==> src/rtl/qm_lsu.sv <==
// qm_lsu: memory-stage load/store unit in front of qm_dcache.
// Turns byte/half/word MIPS accesses into word-only cache cycles: lane
// extraction and extension on loads, read-modify-write on sub-word stores,
// and misaligned/reserved requests answered locally with an address error.
module qm_lsu #(
  parameter bit BIG_ENDIAN = 1'b1
) (
  input  logic        clk,
  input  logic        reset,
  input  logic        req_valid,
  output logic        req_ready,
  input  logic        req_store,
  input  logic [1:0]  req_size,
  input  logic        req_unsigned,
  input  logic [31:0] req_address,
  input  logic [31:0] req_wdata,
  output logic        resp_valid,
  output logic [31:0] resp_data,
  output logic        resp_addr_error,
  output logic        cache_enable,
  output logic [31:0] cache_address,
  output logic        cache_write_enable,
  output logic [31:0] cache_write_data,
  input  logic        cache_stall,
  input  logic [31:0] cache_read_data
);

  typedef enum logic [2:0] {S_IDLE, S_LOAD, S_RMW_RD, S_WRITE, S_RESP} state_t;

  state_t      state, state_next;
  logic        store_q, uns_q, err_q;
  logic [1:0]  size_q;
  logic [31:0] addr_q, wdata_q, rdata_q;
  logic        req_misaligned;
  logic        xfer;

  // Bit position of the addressed byte/half lane inside the 32-bit word.
  function automatic logic [4:0] lane_shift(input logic [1:0] size, input logic [1:0] off);
    logic [4:0] sh;
    sh = 5'd0;
    if (size == 2'd0)
      sh = BIG_ENDIAN ? {~off, 3'b000} : {off, 3'b000};
    else if (size == 2'd1)
      sh = (BIG_ENDIAN ^ off[1]) ? 5'd16 : 5'd0;
    return sh;
  endfunction

  // Pull the addressed lane down to bit 0 and sign/zero extend it.
  function automatic logic [31:0] load_extend(input logic [31:0] word, input logic [1:0] size,
                                              input logic [1:0] off, input logic uns);
    logic [31:0] lane;
    logic [31:0] res;
    lane = word >> lane_shift(size, off);
    case (size)
      2'd0:    res = {(uns ? 24'd0 : {24{lane[7]}}), lane[7:0]};
      2'd1:    res = {(uns ? 16'd0 : {16{lane[15]}}), lane[15:0]};
      default: res = lane;
    endcase
    return res;
  endfunction

  // Replace the addressed lane of the cache word with the low bits of the store data.
  function automatic logic [31:0] merge_store(input logic [31:0] word, input logic [1:0] size,
                                              input logic [1:0] off, input logic [31:0] data);
    logic [31:0] base;
    logic [4:0]  sh;
    case (size)
      2'd0:    base = 32'h0000_00FF;
      2'd1:    base = 32'h0000_FFFF;
      default: base = 32'hFFFF_FFFF;
    endcase
    sh = lane_shift(size, off);
    return (word & ~(base << sh)) | ((data & base) << sh);
  endfunction

  assign xfer = cache_enable && !cache_stall;

  // Alignment / reserved-size check on the incoming request.
  always_comb begin
    case (req_size)
      2'd0:    req_misaligned = 1'b0;
      2'd1:    req_misaligned = req_address[0];
      2'd2:    req_misaligned = |req_address[1:0];
      default: req_misaligned = 1'b1;
    endcase
  end

  // State register.
  always_ff @(posedge clk) begin
    if (reset) state <= S_IDLE;
    else       state <= state_next;
  end

  // Next-state decode; every cache state waits for an unstalled enable cycle.
  always_comb begin
    state_next = state;
    case (state)
      S_IDLE: begin
        if (req_valid) begin
          if (req_misaligned)         state_next = S_RESP;
          else if (!req_store)        state_next = S_LOAD;
          else if (req_size == 2'd2)  state_next = S_WRITE;
          else                        state_next = S_RMW_RD;
        end
      end
      S_LOAD:   if (xfer) state_next = S_RESP;
      S_RMW_RD: if (xfer) state_next = S_WRITE;
      S_WRITE:  if (xfer) state_next = S_RESP;
      S_RESP:   state_next = S_IDLE;
      default:  state_next = S_IDLE;
    endcase
  end

  // Outputs decoded purely from the state and latched request fields.
  always_comb begin
    req_ready          = (state == S_IDLE);
    cache_enable       = (state == S_LOAD) || (state == S_RMW_RD) || (state == S_WRITE);
    cache_write_enable = (state == S_WRITE);
    cache_address      = {addr_q[31:2], 2'b00};
    cache_write_data   = (state == S_WRITE) ? wdata_q : 32'd0;
    resp_valid         = (state == S_RESP);
    resp_addr_error    = (state == S_RESP) && err_q;
    resp_data          = ((state == S_RESP) && !store_q && !err_q) ? rdata_q : 32'd0;
  end

  // Request latch, load result capture and RMW merge.
  always_ff @(posedge clk) begin
    if (reset) begin
      store_q <= 1'b0;
      uns_q   <= 1'b0;
      err_q   <= 1'b0;
      size_q  <= 2'd0;
      addr_q  <= 32'd0;
      wdata_q <= 32'd0;
      rdata_q <= 32'd0;
    end else begin
      case (state)
        S_IDLE: begin
          if (req_valid) begin
            store_q <= req_store;
            uns_q   <= req_unsigned;
            err_q   <= req_misaligned;
            size_q  <= req_size;
            addr_q  <= req_address;
            wdata_q <= req_wdata;
            rdata_q <= 32'd0;
          end
        end
        S_LOAD:   if (xfer) rdata_q <= load_extend(cache_read_data, size_q, addr_q[1:0], uns_q);
        S_RMW_RD: if (xfer) wdata_q <= merge_store(cache_read_data, size_q, addr_q[1:0], wdata_q);
        default: ;
      endcase
    end
  end

endmodule

==> config.mk <==
export PLATFORM = sky130hd
export DESIGN_NAME = qm_lsu
export DESIGN_NICKNAME = d
export VERILOG_FILES = /design/src/rtl/qm_lsu.sv
export SDC_FILE = /design/constraint.sdc
export NUM_CORES = 1
export LEC_CHECK = 0
export ABC_AREA = 1
export BUFFER_PORTS_ARGS = -buffer_cell sky130_fd_sc_hd__buf_2
export CORE_MARGIN = 4
export CORE_UTILIZATION = 35
export DETAILED_ROUTE_END_ITERATION = 10
export PLACE_DENSITY = 0.68
export SYNTH_ARGS = -nofsm -noshare
export SYNTH_HDL_FRONTEND = slang
export SYNTH_SLANG_ARGS = --single-unit
export TNS_END_PERCENT = 1
==> constraint.sdc <==
create_clock -name clk -period 1.6 [get_ports clk]
set_input_delay 0.4 -clock clk [delete_from_list [all_inputs] [get_ports clk]]
set_output_delay 0.4 -clock clk [all_outputs]
set_load 0.01 [all_outputs]
# ---- Yosys cells after proc, flatten, opt, wreduce, memory -nomap -nowiden
# Cells that the tools add are included.
dict set report word_totals {
  register_bits 104
  input_bits 104
  out_inout_bits 101
  wordCells 78
}
dict set report classes {
  n_eq_ne 11
  n_shift 3
  mux 31
  bitwise 5
  reduce_logical 20
}
# cell count
set ops {}
lappend ops {{32-bit 2-to-1 mux} 9}
lappend ops {{32-bit one-hot mux with 2 select lines} 4}
lappend ops {{32-bit AND} 2}
lappend ops {{32-bit by 5-bit << shifter with 32-bit output} 2}
lappend ops {{5-bit 2-to-1 mux} 8}
lappend ops {{32-bit inverter} 1}
lappend ops {{32-bit bitwise OR} 1}
lappend ops {{32-bit by 5-bit right shift with 32-bit output} 1}
lappend ops {{24-bit 2-to-1 mux} 1}
lappend ops {{16-bit 2-to-1 mux} 1}
lappend ops {{3-bit 2-to-1 mux} 4}
lappend ops {{3-bit one-hot mux with 3 select lines} 1}
lappend ops {{3-bit AND reduction} 3}
lappend ops {{3-bit by 2-bit == test with 1-bit output, second input constant} 2}
lappend ops {{2-bit inequality test, second input constant} 3}
lappend ops {{2-bit by 1-bit == test with 1-bit output, second input constant} 2}
lappend ops {{1-bit logical AND} 4}
lappend ops {{2-bit logical NOT} 2}
lappend ops {{2-bit nonzero test} 2}
lappend ops {{2-bit OR reduction} 2}
lappend ops {{3-bit by 1-bit == test with 1-bit output, second input constant} 1}
lappend ops {{3-bit == test, second input constant} 1}
lappend ops {{1-bit logical NOT} 3}
lappend ops {{3-bit logical NOT} 1}
lappend ops {{8 further kinds} 9}

# ---- Depth between registers and ports, before layout
dict set report logic_depth {
  word_depth 13
  mapped_depth 10
  depth_no_buf 10
}

# ---- Worst setup path before layout
# OpenSTA, ideal clock, no wires.
dict set report synth_path {
  path_kind {register -> output}
  startpoint {register state[1]}
  endpoint {output cache_write_data[10]}
  arrival_time_ns 1.340
  t_required_ns 1.200
  setup_slack_ns -0.140
  stages_incl_launch_ff 6
  n_path_buf 1
  path_cell_list {dfxtp_1 > inv_2 > nor3_1 > inv_1 > clkbuf_1 > nor2_1}
}
dict set report synth_via {
  elab_chain_cells 2
}
# element line
set synth_rtl {}
lappend synth_rtl {{start: declaration} 30} ;# state_t state, state_next;
lappend synth_rtl {{start signal: assignment} 91} ;# else state <= state_next;
lappend synth_rtl {{3-bit by 2-bit == test with 1-bit output} --}
lappend synth_rtl {{net cache_write_enable} 22} ;# output logic cache_write_enable,
lappend synth_rtl {{32-bit 2-to-1 mux} 120} ;# cache_write_data = (state == S_WRITE) ? wdata_q : 32'd0;
lappend synth_rtl {{end: declaration} 23} ;# output logic [31:0] cache_write_data,
# The timed path passes the listed nets, and every way through them passes these cells.

# ---- Worst setup path after layout
dict set report layout_path {
  startpoint {register state[1]}
  endpoint {output resp_data[2]}
}
dict set report layout_via {
  elab_chain_cells 4
}
# element line
set layout_rtl {}
lappend layout_rtl {{3-bit == test} 123} ;# resp_data = ((state == S_RESP) && !store_q && !err_q) ? rdata_q : 32'd0;
lappend layout_rtl {{1-bit logical AND (2 in a row)} 123}
lappend layout_rtl {{32-bit 2-to-1 mux} 123}
lappend layout_rtl {{end: declaration} 18} ;# output logic [31:0] resp_data,
# No other way between the ends.

==> summary.md <==
| Metric | Value |
|---|---|
| Status | `complete, but fails checks` |
| Failing checks | `setup timing` |
| Final Skew | `approximately 0.012 ns` |
| Antenna viol nets, final | `0` |
| Leak | `3.45 nW` |
| RD Place Congestion | `between 0.9 and 1` |
| Final period util | `1.21` |
| Hold depth | `3` |
| Max-cap violation count | `0` |
| PortBufs | `202` |
| Die H | `~140 um` |
| FFs w/ async S/R, synth | `0` |
| Core outline area | `around 17000 um^2` |
| Hold Crit Endpoint | `addr_q[17]` |
| Critical path class | `flop to output pin` |
| Worst slew pin tran | `approximately 0.50 ns` |
| CP Max Fanout | `8` |
| Cts hold-fix bufs | `0` |
| Avg Cell Area, Syn | `about 6.6 um^2` |
| Maximum VDD drop | `between 0.7 and 0.8 mV` |
| CTS tree | `yes` |
| Setup tns final | `-19.20 ns` |
| H-tree depth | `3` |
| Minimum clock period | `1.94 ns` |
| Die ar. | `about 19000 um^2` |
| Vias per cell | `approximately 5.0` |
| Final setup margin | `-0.336 ns` |
| Final hold vios | `0` |
| Sequential area share after synthesis | `0.346` |
| Vias | `around 6500` |
| Worst Reg-to-Reg Cells | `7` |
| Clock tree buffer depth | `2` |
| Area Overhead vs Synth | `30.0%` |
| Initial antenna violation count | `1` |
| 1st-iter DRT viols | `417` |
| Diode count | `0` |
| Commonest non-fill, non-tap cell in the layout | `buf_2` |
| Worst setup SP type | `flop` |
| Placed inst area | `~7200 um^2` |
| WP data arrival | `1.54 ns` |
| Cell row count | `47` |
| Clock root buffer | `clkbuf_16` |
| Clock Sinks | `between 100 and 150` |
| Fmax | `about 0.52 GHz` |
| Fin area | `slightly below 8000 um^2` |
| Worst skew pair latency | `between 0.3 and 0.4 ns` |
| Number of synthesized flops with an enable pin | `0` |
| Remaining global-route overflow | `0` |
| Initial Util | `0.361` |
| Final Slew Violations | `0` |
| Predominant post-synthesis flop cell | `dfxtp_1` |
| Worst reg2reg endpoint | `wdata_q[17]` |
| Syn Std Cell Area | `about 6000 um^2` |
| Final Hold Slack | `slightly above 0.3 ns` |
| Vias in the first global route | `around 6000` |
| Largest net degree at the start of global routing | `48` |
| Reg2reg start | `state[0]` |
| Worst Hold Class | `input pin to flop` |
| Gate Count Post-Synth | `around 920` |
| IO Count | `205` |
| Setup-failing EPs final | `92` |
| Hold Startpoint | `req_address[17]` |
| Post-Layout Cell Count | `between 1000 and 1500` |
| Clk slew on worst S/H paths | `roughly 0.08 ns` |
| Max_slew headroom | `0.664` |
| Tot GR Track Use | `0.198` |
| Share of layout cells above drive strength 1 | `0.339` |
| Syn. warnings | `0` |
| Commonest non-fill, non-tap cells in the layout | `191 x buf_2, 176 x nand2_1, 125 x a21oi_1` |
| PD cells | `~1700 nW/um^2` |
| RSZ-0062 raised after global routing | `true` |
| Chip width | `between 100 and 150 um` |
| Crit. End Element | `output pin` |
| Pwr Total | `13.5 mW` |
| Drt wl/cell | `between 15 and 20 um` |
| Residual DRC count | `0` |
| CTS Buf Count | `9` |
| Total Wirelength | `between 20 and 25 mm` |
| Synth unique cells | `37` |
| Placed Cells | `roughly 1300` |
| Final Util | `0.469` |
| Fin nets | `between 1000 and 1500` |
| Global-route wire length before repair | `31.3 mm` |
| Synth Register Bits | `104` |
| Pre-CTS setup slack | `-0.0312 ns` |
| Critical Path RT | `approximately 1.2 ns` |
| R2R setup slack | `-0.06 ns` |
| Pre-antenna DRT Iters | `5` |
| Hpwl dp | `about 15 mm` |
synth_stat cells (2+ instances only):
cell      number  share of area
nand3_1       54          0.045
o21bai_1       4         0.0050
o21ai_0       28          0.023
nor2_1       103          0.064
a21oi_1      125           0.10
inv_1        100          0.062
nand2_4        4         0.0075
buf_2         12          0.010
inv_2          8         0.0050
nand2_8        2         0.0067
dfxtp_1      104           0.35
or2_2          9         0.0094
a211oi_1       2         0.0025
nor2_2         2         0.0021
nand2_1      177           0.11
o21ai_1       39          0.032
buf_1          4         0.0025
buf_6          8          0.015
nand2_2       14          0.015
nand3_2        3         0.0050
o211ai_1      10          0.012
nor3_1         3         0.0025
clkbuf_1      30          0.019
o22ai_1       14          0.015
buf_4         34          0.042
a21oi_2       10          0.015
o22ai_2        2         0.0042
where the power goes:
group	leakage (nW)	switching, mW	total (mW)	internal (mW)
logic	2.45	4.81	7.53	2.73
registers	0.852	0.360	3.62	3.26
clock network	0.153	1.01	2.39	1.38
per-layer routing:
| metal | track usage | part of all wire |
|---|---|---|
| met4 | 0.0582 | 0.019 |
| met5 | 0 | 0.00064 |
| met1 | 0.262 | 0.44 |
| met3 | 0.0469 | 0.074 |
| met2 | 0.322 | 0.46 |
how the worst max path moves through the flow:
stage	startpoint	to	slack, ns	cells after the start
after global placement	state[1]	cache_write_data[9]	-0.02	6
final	state[1]	resp_data[2]	-0.34	7
after detailed placement	state[1]	wdata_q[8]	-0.03	11
after CTS	state[2]	cache_write_data[23]	-0.30	5
after floorplan	state[1]	cache_write_data[10]	-0.003	5
after global routing	state[1]	resp_data[23]	-0.44	7
kinds of logic (layout without fill, tap and decap cells):
kind of cell	count (synthesis)	count (layout)	synth area share
and+or+nand+nor	375	375	0.276
AOI/OAI and AO/OA	237	237	0.217
other	1	2	0.000623
buffers and inverters	198	372	0.160
DFF	104	104	0.346
flip-flops by register name (all words and copies together), names as in the netlist:
register,cells
wdata_q,32
rdata_q,32
store_q,1
size_q,2
uns_q,1
err_q,1
state,3
addr_q,32
final cells by class:
cell class,instances,area [um^2]
Clock inverter,6,90.1
Tap cell,220,275
Sequential cell,104,2090
Timing Repair Buffer,247,1560
Inverter,109,422
Multi-Input combinational cell,614,3160
Clock buffer,10,229
Fill cell,1767,8870
repair_timing:
item / in CTS / in global routing
buffers inserted: 0 / 1
gates cloned: 0 / 3
setup endpoints to repair: 96 / 119
pin swaps: 3 / 5
gates resized for setup: 12 / 39
worst max-delay path, cell delays in order (launching register included):
cell,delay [ns]
dfxtp_2,0.34
inv_4,0.09
nand2_4,0.06
nor2_4,0.13
nand3_4,0.15
clkbuf_16,0.23
nor2_4,0.09
buf_6,0.10
(Power assumes the default switching activity.)
